<file path="src/rtl/jtag_probe_pkg.sv">
// rtl/jtag_probe_pkg.sv - shared sizing and tag-field helpers for the probe channel mux
package jtag_probe_pkg;

    localparam int MIN_CHANNELS = 2;
    localparam int MAX_CHANNELS = 16;

    function automatic bit num_channels_ok(int n);
        return (n >= MIN_CHANNELS) && (n <= MAX_CHANNELS);
    endfunction

    // Tag width never drops below one bit, even for two channels.
    function automatic int ch_bits_f(int n);
        return (n <= 2) ? 1 : $clog2(n);
    endfunction

    function automatic int tag_extract(logic [63:0] word, int dat_w, int ch_b);
        return int'((word >> (dat_w - ch_b)) & ((64'd1 << ch_b) - 64'd1));
    endfunction

    function automatic logic [63:0] tag_insert(int tag, logic [63:0] payload, int pw);
        return (64'(tag) << pw) | payload;
    endfunction

endpackage

</file>
<file path="src/rtl/jtag_probe_channel_mux_if.sv">
// rtl/jtag_probe_channel_mux_if.sv - probe-side and client-side handshake bundle
interface jtag_probe_channel_mux_if
    import jtag_probe_pkg::*;
#(
    parameter int DAT_WIDTH    = 16,
    parameter int NUM_CHANNELS = 4,
    parameter int CNT_WIDTH    = 8
) ();

    localparam int CH_BITS = ch_bits_f(NUM_CHANNELS);
    localparam int PW      = DAT_WIDTH - CH_BITS;

    logic [DAT_WIDTH-1:0]       from_host_dat;
    logic                       from_host_valid;
    logic                       from_host_ready;
    logic [DAT_WIDTH-1:0]       to_host_dat;
    logic                       to_host_valid;
    logic                       to_host_ready;
    logic [NUM_CHANNELS*PW-1:0] ch_rx_dat;
    logic [NUM_CHANNELS-1:0]    ch_rx_valid;
    logic [NUM_CHANNELS-1:0]    ch_rx_ready;
    logic [NUM_CHANNELS*PW-1:0] ch_tx_dat;
    logic [NUM_CHANNELS-1:0]    ch_tx_valid;
    logic [NUM_CHANNELS-1:0]    ch_tx_ready;
    logic [CNT_WIDTH-1:0]       drop_count;

    modport master (
        output from_host_dat, from_host_valid, to_host_ready,
               ch_rx_ready, ch_tx_dat, ch_tx_valid,
        input  from_host_ready, to_host_dat, to_host_valid,
               ch_rx_dat, ch_rx_valid, ch_tx_ready, drop_count
    );

    modport slave (
        input  from_host_dat, from_host_valid, to_host_ready,
               ch_rx_ready, ch_tx_dat, ch_tx_valid,
        output from_host_ready, to_host_dat, to_host_valid,
               ch_rx_dat, ch_rx_valid, ch_tx_ready, drop_count
    );

endinterface

</file>
<file path="src/rtl/probe_rr_arbiter.sv">
// rtl/probe_rr_arbiter.sv - round-robin grant starting after the last granted index
module probe_rr_arbiter
    import jtag_probe_pkg::*;
#(
    parameter int N  = 4,
    parameter int IW = ch_bits_f(N)
) (
    input  logic [N-1:0]  req_i,
    input  logic          advance_i,
    input  logic [IW-1:0] ptr_i,
    output logic [N-1:0]  grant_o,
    output logic [IW-1:0] idx_o,
    output logic          found_o
);

    logic [IW-1:0] cand;

    always_comb begin
        grant_o = '0;
        idx_o   = '0;
        found_o = 1'b0;
        cand    = '0;
        for (int i = 1; i <= N; i++) begin
            cand = IW'((int'(ptr_i) + i) % N);
            if (!found_o && req_i[cand]) begin
                found_o       = 1'b1;
                idx_o         = cand;
                grant_o[cand] = advance_i;
            end
        end
    end

endmodule

</file>
<file path="src/rtl/jtag_probe_channel_mux.sv">
// rtl/jtag_probe_channel_mux.sv - tag-steered host->client demux and round-robin client->host mux
module jtag_probe_channel_mux
    import jtag_probe_pkg::*;
#(
    parameter int DAT_WIDTH    = 16,
    parameter int NUM_CHANNELS = 4,
    parameter int TIMEOUT      = 8,
    parameter int CNT_WIDTH    = 8
) (
    input  logic                      core_clock,
    input  logic                      clrn,
    jtag_probe_channel_mux_if.slave   bus
);

    localparam int CH_BITS = ch_bits_f(NUM_CHANNELS);
    localparam int PW      = DAT_WIDTH - CH_BITS;
    localparam int TW      = (TIMEOUT > 1) ? $clog2(TIMEOUT) : 1;

    if (!num_channels_ok(NUM_CHANNELS)) begin : g_bad_channels
        $error("NUM_CHANNELS out of range");
    end

    logic                       rx_full_q, rx_full_d;
    logic [CH_BITS-1:0]         rx_tag_q, rx_tag_d;
    logic [NUM_CHANNELS*PW-1:0] rx_dat_q, rx_dat_d;
    logic [TW-1:0]              wait_q, wait_d;
    logic [CNT_WIDTH-1:0]       drop_q, drop_d;
    logic [CH_BITS-1:0]         in_tag;
    logic                       in_tag_ok, rx_accept, rx_xfer, rx_timeout, drop_evt;
    logic [NUM_CHANNELS-1:0]    rx_valid;

    assign in_tag     = CH_BITS'(tag_extract(64'(bus.from_host_dat), DAT_WIDTH, CH_BITS));
    assign in_tag_ok  = int'(in_tag) < NUM_CHANNELS;
    assign rx_accept  = bus.from_host_valid & ~rx_full_q;
    assign rx_xfer    = rx_full_q & bus.ch_rx_ready[rx_tag_q];
    // A client transfer on the expiry edge takes priority over the drop.
    assign rx_timeout = (TIMEOUT > 0) && rx_full_q && !rx_xfer && (wait_q == TW'(TIMEOUT - 1));

    always_comb begin
        rx_full_d = rx_full_q;
        rx_tag_d  = rx_tag_q;
        rx_dat_d  = rx_dat_q;
        wait_d    = wait_q;
        drop_evt  = 1'b0;
        if (rx_accept) begin
            wait_d = '0;
            if (in_tag_ok) begin
                rx_full_d = 1'b1;
                rx_tag_d  = in_tag;
                rx_dat_d[int'(in_tag)*PW +: PW] = bus.from_host_dat[PW-1:0];
            end else begin
                drop_evt = 1'b1;
            end
        end else if (rx_full_q) begin
            if (rx_xfer) begin
                rx_full_d = 1'b0;
            end else if (rx_timeout) begin
                rx_full_d = 1'b0;
                drop_evt  = 1'b1;
            end else begin
                wait_d = wait_q + TW'(1);
            end
        end
        drop_d = (drop_evt && (drop_q != '1)) ? drop_q + CNT_WIDTH'(1) : drop_q;
    end

    always_comb begin
        rx_valid = '0;
        if (rx_full_q) rx_valid[rx_tag_q] = 1'b1;
    end

    logic                 tx_valid_q, tx_valid_d;
    logic [DAT_WIDTH-1:0] tx_dat_q, tx_dat_d;
    logic [CH_BITS-1:0]   ptr_q, ptr_d, gnt_idx;
    logic [NUM_CHANNELS-1:0] gnt;
    logic                 tx_load, gnt_found;

    assign tx_load = ~tx_valid_q | bus.to_host_ready;

    probe_rr_arbiter #(
        .N  (NUM_CHANNELS),
        .IW (CH_BITS)
    ) u_arb (
        .req_i     (bus.ch_tx_valid),
        .advance_i (tx_load & clrn),
        .ptr_i     (ptr_q),
        .grant_o   (gnt),
        .idx_o     (gnt_idx),
        .found_o   (gnt_found)
    );

    always_comb begin
        tx_valid_d = tx_valid_q;
        tx_dat_d   = tx_dat_q;
        ptr_d      = ptr_q;
        if (tx_load) begin
            if (gnt_found) begin
                tx_valid_d = 1'b1;
                ptr_d      = gnt_idx;
                tx_dat_d   = DAT_WIDTH'(tag_insert(int'(gnt_idx),
                                 64'(bus.ch_tx_dat[int'(gnt_idx)*PW +: PW]), PW));
            end else begin
                tx_valid_d = 1'b0;
            end
        end
    end

    // Pointer resets to the last channel so the first grant lands on channel 0.
    always_ff @(posedge core_clock or negedge clrn) begin
        if (!clrn) begin
            rx_full_q  <= 1'b0;
            rx_tag_q   <= '0;
            rx_dat_q   <= '0;
            wait_q     <= '0;
            drop_q     <= '0;
            tx_valid_q <= 1'b0;
            tx_dat_q   <= '0;
            ptr_q      <= CH_BITS'(NUM_CHANNELS - 1);
        end else begin
            rx_full_q  <= rx_full_d;
            rx_tag_q   <= rx_tag_d;
            rx_dat_q   <= rx_dat_d;
            wait_q     <= wait_d;
            drop_q     <= drop_d;
            tx_valid_q <= tx_valid_d;
            tx_dat_q   <= tx_dat_d;
            ptr_q      <= ptr_d;
        end
    end

    assign bus.from_host_ready = ~rx_full_q;
    assign bus.ch_rx_valid     = rx_valid;
    assign bus.ch_rx_dat       = rx_dat_q;
    assign bus.to_host_valid   = tx_valid_q;
    assign bus.to_host_dat     = tx_dat_q;
    assign bus.ch_tx_ready     = gnt;
    assign bus.drop_count      = drop_q;

endmodule

</file>
<file path="src/flat_wrapper.sv">
// flat-port wrapper written by rule: the top's interface ports become plain ports
module jtag_probe_channel_mux_flat import jtag_probe_pkg::*;
#(
    parameter int DAT_WIDTH    = 16,
    parameter int NUM_CHANNELS = 4,
    parameter int TIMEOUT      = 8,
    parameter int CNT_WIDTH    = 8
)
  (core_clock, clrn, bus_from_host_dat, bus_from_host_valid, bus_to_host_ready, bus_ch_rx_ready, bus_ch_tx_dat, bus_ch_tx_valid, bus_from_host_ready, bus_to_host_dat, bus_to_host_valid, bus_ch_rx_dat, bus_ch_rx_valid, bus_ch_tx_ready, bus_drop_count);
  jtag_probe_channel_mux_if #(.DAT_WIDTH(DAT_WIDTH), .NUM_CHANNELS(NUM_CHANNELS), .CNT_WIDTH(CNT_WIDTH)) bus_i ();
  input  logic core_clock;
  input  logic clrn;
  input wire logic [$bits(bus_i.from_host_dat)-1:0] bus_from_host_dat;
  input wire logic [$bits(bus_i.from_host_valid)-1:0] bus_from_host_valid;
  input wire logic [$bits(bus_i.to_host_ready)-1:0] bus_to_host_ready;
  input wire logic [$bits(bus_i.ch_rx_ready)-1:0] bus_ch_rx_ready;
  input wire logic [$bits(bus_i.ch_tx_dat)-1:0] bus_ch_tx_dat;
  input wire logic [$bits(bus_i.ch_tx_valid)-1:0] bus_ch_tx_valid;
  output wire logic [$bits(bus_i.from_host_ready)-1:0] bus_from_host_ready;
  output wire logic [$bits(bus_i.to_host_dat)-1:0] bus_to_host_dat;
  output wire logic [$bits(bus_i.to_host_valid)-1:0] bus_to_host_valid;
  output wire logic [$bits(bus_i.ch_rx_dat)-1:0] bus_ch_rx_dat;
  output wire logic [$bits(bus_i.ch_rx_valid)-1:0] bus_ch_rx_valid;
  output wire logic [$bits(bus_i.ch_tx_ready)-1:0] bus_ch_tx_ready;
  output wire logic [$bits(bus_i.drop_count)-1:0] bus_drop_count;
  assign bus_i.from_host_dat = bus_from_host_dat;
  assign bus_i.from_host_valid = bus_from_host_valid;
  assign bus_i.to_host_ready = bus_to_host_ready;
  assign bus_i.ch_rx_ready = bus_ch_rx_ready;
  assign bus_i.ch_tx_dat = bus_ch_tx_dat;
  assign bus_i.ch_tx_valid = bus_ch_tx_valid;
  assign bus_from_host_ready = bus_i.from_host_ready;
  assign bus_to_host_dat = bus_i.to_host_dat;
  assign bus_to_host_valid = bus_i.to_host_valid;
  assign bus_ch_rx_dat = bus_i.ch_rx_dat;
  assign bus_ch_rx_valid = bus_i.ch_rx_valid;
  assign bus_ch_tx_ready = bus_i.ch_tx_ready;
  assign bus_drop_count = bus_i.drop_count;
  jtag_probe_channel_mux #(.DAT_WIDTH(DAT_WIDTH), .NUM_CHANNELS(NUM_CHANNELS), .TIMEOUT(TIMEOUT), .CNT_WIDTH(CNT_WIDTH)) u_core (.core_clock(core_clock), .clrn(clrn), .bus(bus_i));
endmodule
</file>
<file path="config.mk">
export PLATFORM = sky130hd
export DESIGN_NAME = jtag_probe_channel_mux_flat
export DESIGN_NICKNAME = d
export VERILOG_FILES = /design/src/rtl/jtag_probe_pkg.sv /design/src/rtl/jtag_probe_channel_mux_if.sv /design/src/rtl/probe_rr_arbiter.sv /design/src/rtl/jtag_probe_channel_mux.sv /design/src/flat_wrapper.sv
export SDC_FILE = /design/constraint.sdc
export NUM_CORES = 1
export LEC_CHECK = 0
export BUFFER_PORTS_ARGS = -buffer_cell sky130_fd_sc_hd__buf_4
export CAP_MARGIN = 20
export CORE_UTILIZATION = 51
export DETAILED_ROUTE_END_ITERATION = 10
export PLACE_DENSITY = 0.8
export SKIP_CTS_REPAIR_TIMING = 1
export SLEW_MARGIN = 20
export SYNTH_ARGS = -nofsm -noshare
export SYNTH_HDL_FRONTEND = slang
export SYNTH_HIERARCHICAL = 1
export SYNTH_SLANG_ARGS = --single-unit
</file>
<file path="constraint.sdc">
create_clock -name core_clock -period 4.4 [get_ports core_clock]
set_input_delay 0.22 -clock core_clock [delete_from_list [all_inputs] [get_ports core_clock]]
set_output_delay 0.22 -clock core_clock [all_outputs]
set_load 0.005 [all_outputs]
</file>
==> results of run 1 <==
-- kinds of logic (layout without fill, tap and decap cells) --
logic type / Yosys count / in the layout / synth area share
xor+xnor: 8 / 8 / 0.01287
flops: 89 / 89 / 0.4095
compound gates: 118 / 118 / 0.1517
fa+ha+maj: 17 / 17 / 0.03906
simple gates: 178 / 178 / 0.1645
mux: 61 / 61 / 0.1788
buf+inv: 46 / 215 / 0.04365
-- metrics by stage --
step                  util  area (sq um)  worst slack [ns]  std cells
floorplan                -          5445             1.038        517
global route        0.6796          7015            0.4003        822
CTS                 0.6786          7005            0.6197        821
global placement    0.6587          6800            0.7845        805
detailed placement  0.6587          6800            0.6545        805
finish              0.6796          7015            0.5993        822
-- layout make-up --
type	count	area, sq um	share of cell area
clock buffer	9	123.9	0.01766
sequential	89	2230	0.3178
tap	136	170.2	0.02426
multi-input combinational	382	2982	0.4250
inverter	18	67.56	0.009631
clock inverter	7	81.33	0.01159
timing repair buffer	181	1361	0.1940
-- metal layers --
metal	vias up	global-route usage	wire length [microns]
li1	2249	-	-
met1	2442	0.3980	6665
met2	258	0.4713	7791
met3	32	0.04329	1223
met4	0	0.1006	360
met5	-	0	0
-- report_power, final --
| part | switching, uW | leakage, uW | internal, uW |
|---|---|---|---|
| Combinational | 846 | 0.00202 | 1010 |
| Clock | 327 | 0.000102 | 273 |
| Sequential | 191 | 0.00116 | 1050 |
| Total | 1360 | 0.00328 | 2340 |
-- worst max-delay path: stages, from the launching register on --
cell and delay (ns):
dfstp_2 0.78, inv_1 0.19, ha_1 0.43, mux4_2 0.48, nor4_1 0.33, a31oi_1 0.07, o2bb2ai_1 0.48, buf_4 0.31
mux4_2 0.33, mux2_2 0.28
-- sequential cells by signal, indices dropped and copies added (netlist names) --
register and count:
u_core/bus.ch_rx_dat 56, u_core/bus.drop_count 8, u_core/bus.to_host_dat 16, u_core/bus.to_host_valid 1, u_core/ptr_q 2, u_core/rx_full_q 1, u_core/rx_tag_q 2, u_core/wait_q 3
-- cell usage in the layout, fill, tap and decap left out, types with 3 or more instances in the layout --
master	netlist	final
a221o_1	4	4
o211ai_1	5	5
dfrtp_1	87	87
ha_1	17	17
inv_6	0	5
mux4_2	22	22
o21ai_0	41	41
nor2_1	13	13
nand2b_1	8	8
mux2i_1	17	17
a21oi_1	4	3
clkbuf_8	0	9
a32oi_1	6	6
nand2_1	84	84
o21ai_1	5	5
a22o_1	11	11
nand4_1	4	4
and2_1	8	8
o221ai_1	8	8
inv_1	16	16
mux4_1	4	4
nand3_1	17	17
a22oi_1	10	10
buf_4	2	180
a31oi_1	4	4
nor2b_1	5	5
nor3_1	10	10
xor2_1	8	8
nand3b_1	7	7
nor4_1	6	6
mux2_2	18	18
-- final timing paths --
check	end	depth (start not counted)	from
worst min-delay path	u_core/bus.ch_rx_dat[13]$_DFFE_PN0P_	3	bus_from_host_dat[13]
worst max register to register	u_core/bus.to_host_dat[5]$_DFFE_PN0P_	9	u_core/ptr_q[0]$_DFFE_PN1P_
worst max-delay path	u_core/bus.to_host_dat[5]$_DFFE_PN0P_	9	u_core/ptr_q[0]$_DFFE_PN1P_
max in group asynchronous	u_core/bus.to_host_dat[15]$_DFFE_PN0P_	3	clrn
worst min register to register	u_core/bus.ch_rx_dat[16]$_DFFE_PN0P_	2	u_core/bus.ch_rx_dat[16]$_DFFE_PN0P_
min in group asynchronous	u_core/bus.ch_rx_dat[5]$_DFFE_PN0P_	2	clrn
==> flow_metrics.env, run 1 <==
export IMPL_grt_pass1_wl_microns=25350
export IMPL_cts_num_sinks=89
export IMPL_max_freq_ghz=0.2631
export IMPL_cts_path_max_buffers=2
export IMPL_ys_warnings_count=6
export IMPL_power_uw=3700
export IMPL_power_density_nw_per_um2=527.4
export IMPL_cts_tree="yes"
export IMPL_max_cap_violations=0
export IMPL_cts_root_buf="clkbuf_8"
export IMPL_rsz0062_at_grt="no"
export IMPL_crit_fanout=19
export IMPL_grt_max_degree=55
export IMPL_min_path_type="primary input to flop"
export IMPL_finalCritPeriodShare=0.8638
export IMPL_core_sq_um=10320
export IMPL_power_leakage_uw=0.003275
export IMPL_grt_overflow=0
export IMPL_routed_via_density=6.060
export IMPL_synth_common_cells="dfrtp_1, nand2_1, o21ai_0, mux4_2, mux2_2"
export IMPL_nNetsFinal=782
export IMPL_netlist_area_sq_um=5445
export IMPL_start_util=0.5275
export IMPL_status="complete, no violations"
export IMPL_finalHoldViolCount=0
export IMPL_die_y_microns=105.3
export IMPL_fillers=801
export IMPL_yosysMostFrequentCell="dfrtp_1"
export IMPL_cts_made_buffers=9
export IMPL_worstPathRequired_ns=4.65
export IMPL_wl_microns=16040
export IMPL_netlist_area_leader_share=0.3998
export IMPL_worstSetupStartpointType="flop"
export IMPL_ys_top_cells_by_area="dfrtp_1, mux4_2, nand2_1"
export IMPL_path_clk_slew_ns=0.10
export IMPL_slew_limit_headroom=0.3936
export IMPL_postSynthAreaPerCell_sq_um=10.53
export IMPL_num_rows=37
export IMPL_io_buffer_count=173
export IMPL_synth_seq_area_share=0.4095
export IMPL_postRouteAntennaNets=0
export IMPL_drc_errors=0
export IMPL_die_area_sq_um=11090
export IMPL_synth_cells=517
export IMPL_antennaDiodeCount=0
export IMPL_die_w_microns=105.3
export IMPL_dr_pass1_iters=5
export IMPL_skew_ns=0.007369
export IMPL_htreeDepth=3
export IMPL_drive_gt1_frac=0.3659
export IMPL_syn_to_final_growth_pct=28.84
export IMPL_track_usage=0.2902
export IMPL_syn_num_nets=618
export IMPL_dr_total_vias=4981
export IMPL_worstMarginPinSlew_ns=0.9097
export IMPL_synth_top_flop_cell="dfrtp_1"
export IMPL_drt_iter0_markers=487
export IMPL_antenna_found_initial=0
export IMPL_path_class="flop to flop"
export IMPL_pin_count=174
export IMPL_period_minus_slack_ns=3.801
export IMPL_crit_arrival_ns=4.05
export IMPL_hold_slack_ns=0.1329
export IMPL_tns_ns=0
export IMPL_final_max_slew_viol_count=0
export IMPL_ir_drop_mv=0.3314
export IMPL_reg2reg_setup_slack_ns=0.60
export IMPL_endpoint_kind="flop"
export IMPL_synth_seq_cells=89
export IMPL_synth_edf_count=0
export IMPL_grt_pass1_vias=4872
export IMPL_ys_types=67
export IMPL_async_flop_share=1.000
export IMPL_gp_congestion=0.8885
export IMPL_clk_insertion_delay_late_ns=0.36
export IMPL_finalSetupViolCount=0
export IMPL_yosys_area_top_type="dfrtp_1"
export IMPL_post_drt_wl_per_cell_microns=19.51
export IMPL_place_hpwl_microns=11840
No activity file was read; power rests on OpenSTA's default activity.
==> inputs of run 2 (changes only) <==
--- a/config.mk
+++ b/config.mk
@@ -7,9 +7,11 @@
 export LEC_CHECK = 0
 export BUFFER_PORTS_ARGS = -buffer_cell sky130_fd_sc_hd__buf_4
 export CAP_MARGIN = 20
-export CORE_UTILIZATION = 51
+export CELL_PAD_IN_SITES_DETAIL_PLACEMENT = 1
+export CELL_PAD_IN_SITES_GLOBAL_PLACEMENT = 1
+export CORE_UTILIZATION = 39
 export DETAILED_ROUTE_END_ITERATION = 10
-export PLACE_DENSITY = 0.8
+export PLACE_DENSITY = 0.86
 export SKIP_CTS_REPAIR_TIMING = 1
 export SLEW_MARGIN = 20
 export SYNTH_ARGS = -nofsm -noshare
==> run 2 against run 1 <==
Cell area up 2.3%. Wire length is 16% higher. Count of clock-buffer cells in the layout stayed put. Total power grew 8.5%. Combinational power rose by 3%. Clock power up 41%. Clock skew grew 0.0021 ns. Critical path depth unchanged. Sequential share of layout area shrank 0.73 points. Fmax increased by 6.8%. Worst setup slack better by 0.24 ns. Critical path type unchanged.
==> flow_metrics.env, run 2 (same netlist as run 1, synthesis figures left out) <==
export IMPL_status="complete, no violations"
export IMPL_path_clk_slew_ns=0.07
export IMPL_worstSetupStartpoint="u_core/ptr_q[0]$_DFFE_PN1P_"
export IMPL_hp_start="bus_from_host_dat[13]"
export IMPL_hold_slack_ns=0.1841
export IMPL_largest_reg_flops=56
export IMPL_drt_iter0_markers=359
export IMPL_syn_to_final_growth_pct=31.85
export IMPL_swShare=0.3711
export IMPL_grt_pass1_wl_microns=29080
export IMPL_grt_overflow=0
export IMPL_gp_congestion=0.9031
export IMPL_start_util=0.4048
export IMPL_antennaDiodeCount=0
export IMPL_num_rows=42
export IMPL_core_sq_um=13450
export IMPL_max_freq_ghz=0.2811
export IMPL_reg2reg_from="u_core/ptr_q[0]$_DFFE_PN1P_"
export IMPL_drc_errors=0
export IMPL_slowest_stage="dfstp_2"
export IMPL_min_path_type="primary input to flop"
export IMPL_period_minus_slack_ns=3.558
export IMPL_crit_top_cell="mux4_2"
export IMPL_switchingPower_uw=1490
export IMPL_crit_chain="inv_1 -> ha_1 -> mux4_2 -> nor2b_1 -> o21bai_1 -> a21oi_2 -> buf_4 -> mux4_2 -> mux2_2"
export IMPL_worst_path_buf_inv=2
export IMPL_max_cap_violations=0
export IMPL_power_density_nw_per_um2=559.2
export IMPL_p_int_uw=2525
export IMPL_track_usage=0.2624
export IMPL_dr_total_vias=5109
export IMPL_die_area_sq_um=14440
export IMPL_finalCritPeriodShare=0.8086
export IMPL_max_stage_delay_ns=0.79
export IMPL_endpoint_kind="flop"
export IMPL_finalInstanceArea_sq_um=7179
export IMPL_die_w_microns=120.2
export IMPL_combPwrFrac=0.477
export IMPL_ir_drop_mv=0.2123
export IMPL_fillers=1494
export IMPL_finalHoldViolCount=0
export IMPL_wl_microns=18640
export IMPL_io_buffer_count=173
export IMPL_crit_family="multiplexers"
export IMPL_tns_ns=0
export IMPL_dpl_cell_area_sq_um=6850
export IMPL_cts_root_buf="clkbuf_16"
export IMPL_seq_power_share=0.312
export IMPL_grt_pass1_vias=5254
export IMPL_pre_cts_ws_ns=0.8702
export IMPL_skew_ns=0.009474
export IMPL_cts_num_sinks=89
export IMPL_cts_tree="yes"
export IMPL_nNetsFinal=782
export IMPL_path_class="flop to flop"
export IMPL_rsz0062_at_grt="no"
export IMPL_cts_path_max_buffers=2
export IMPL_worstMarginPinSlew_ns=0.9311
export IMPL_final_max_slew_viol_count=0
export IMPL_htreeDepth=3
export IMPL_routed_via_density=5.927
export IMPL_antenna_found_initial=0
export IMPL_die_y_microns=120.2
export IMPL_cts_made_buffers=9
export IMPL_crit_arrival_ns=3.79
export IMPL_place_hpwl_microns=13700
export IMPL_final_common_cell="buf_4"
export IMPL_clk_insertion_delay_late_ns=0.36
export IMPL_grt_max_degree=55
export IMPL_final_cell_mix="buf_4, dfrtp_1, nand2_1, o21ai_0, mux4_2"
export IMPL_drive_gt1_frac=0.3659
export IMPL_setup_slack_ns=0.8422
export IMPL_worstSetupStartpointType="flop"
export IMPL_worstPathRequired_ns=4.63
export IMPL_dr_pass1_iters=5
export IMPL_crit_fanout=19
export IMPL_power_leakage_uw=0.003327
export IMPL_postRouteAntennaNets=0
export IMPL_post_drt_wl_per_cell_microns=21.63
export IMPL_clockPowerShare=0.211
export IMPL_slew_limit_headroom=0.3793
export IMPL_finalSetupViolCount=0
export IMPL_pin_count=174
==> run 2: worst reg2reg max path, cell delays in order (launching register included) <==
cell	delay, ns
dfstp_2	0.79
inv_1	0.19
ha_1	0.44
mux4_2	0.42
nor2b_1	0.20
o21bai_1	0.10
a21oi_2	0.14
buf_4	0.32
mux4_2	0.56
mux2_2	0.28
==> run 2: layer usage <==
metal	GRT usage	vias to the layer above	wire (microns)
li1	-	2263	-
met1	0.3515	2586	7783
met2	0.4278	233	9281
met3	0.03660	27	1224
met4	0.1047	0	352
met5	0	-	0
==> run 2: per-stage QoR <==
step | util | instances | power [uW]
CTS | 0.5329 | 861 | 4027
global route | 0.5337 | 862 | 4240
finish | 0.5337 | 862 | 4015
floorplan | - | 517 | 2436
detailed placement | 0.5092 | 845 | 3177
global placement | 0.5092 | 845 | 3063
==> run 2: worst paths after layout <==
check                                                   endpoint  slack (ns)  cells after the start
max in group asynchronous   u_core/bus.ch_rx_dat[31]$_DFFE_PN0P_        2.93                      3
min reg2reg                 u_core/bus.ch_rx_dat[31]$_DFFE_PN0P_        0.48                      2
min in group asynchronous    u_core/bus.ch_rx_dat[5]$_DFFE_PN0P_        0.36                      2
max reg2reg                u_core/bus.to_host_dat[9]$_DFFE_PN0P_        0.84                      9
max                        u_core/bus.to_host_dat[9]$_DFFE_PN0P_        0.84                      9
min                         u_core/bus.ch_rx_dat[13]$_DFFE_PN0P_        0.18                      3
==> run 2: cell type report <==
class	instances	area (sq um)	area share
Inverter	18	67.56	0.009411
Clock inverter	7	93.84	0.01307
Tap cell	176	220.2	0.03067
Multi-Input combinational cell	382	2982	0.4153
Timing Repair Buffer	181	1361	0.1896
Clock buffer	9	225.2	0.03137
Sequential cell	89	2230	0.3106
==> run 2: power groups by stage <==
stage                     clock [uW]  combinational [uW]  sequential (uW)
after floorplan                    0                1220             1210
final                            846                1920             1250
after CTS                        854                1920             1260
after global routing             885                2060             1290
after detailed placement           0                1910             1270
after global placement             0                1810             1250
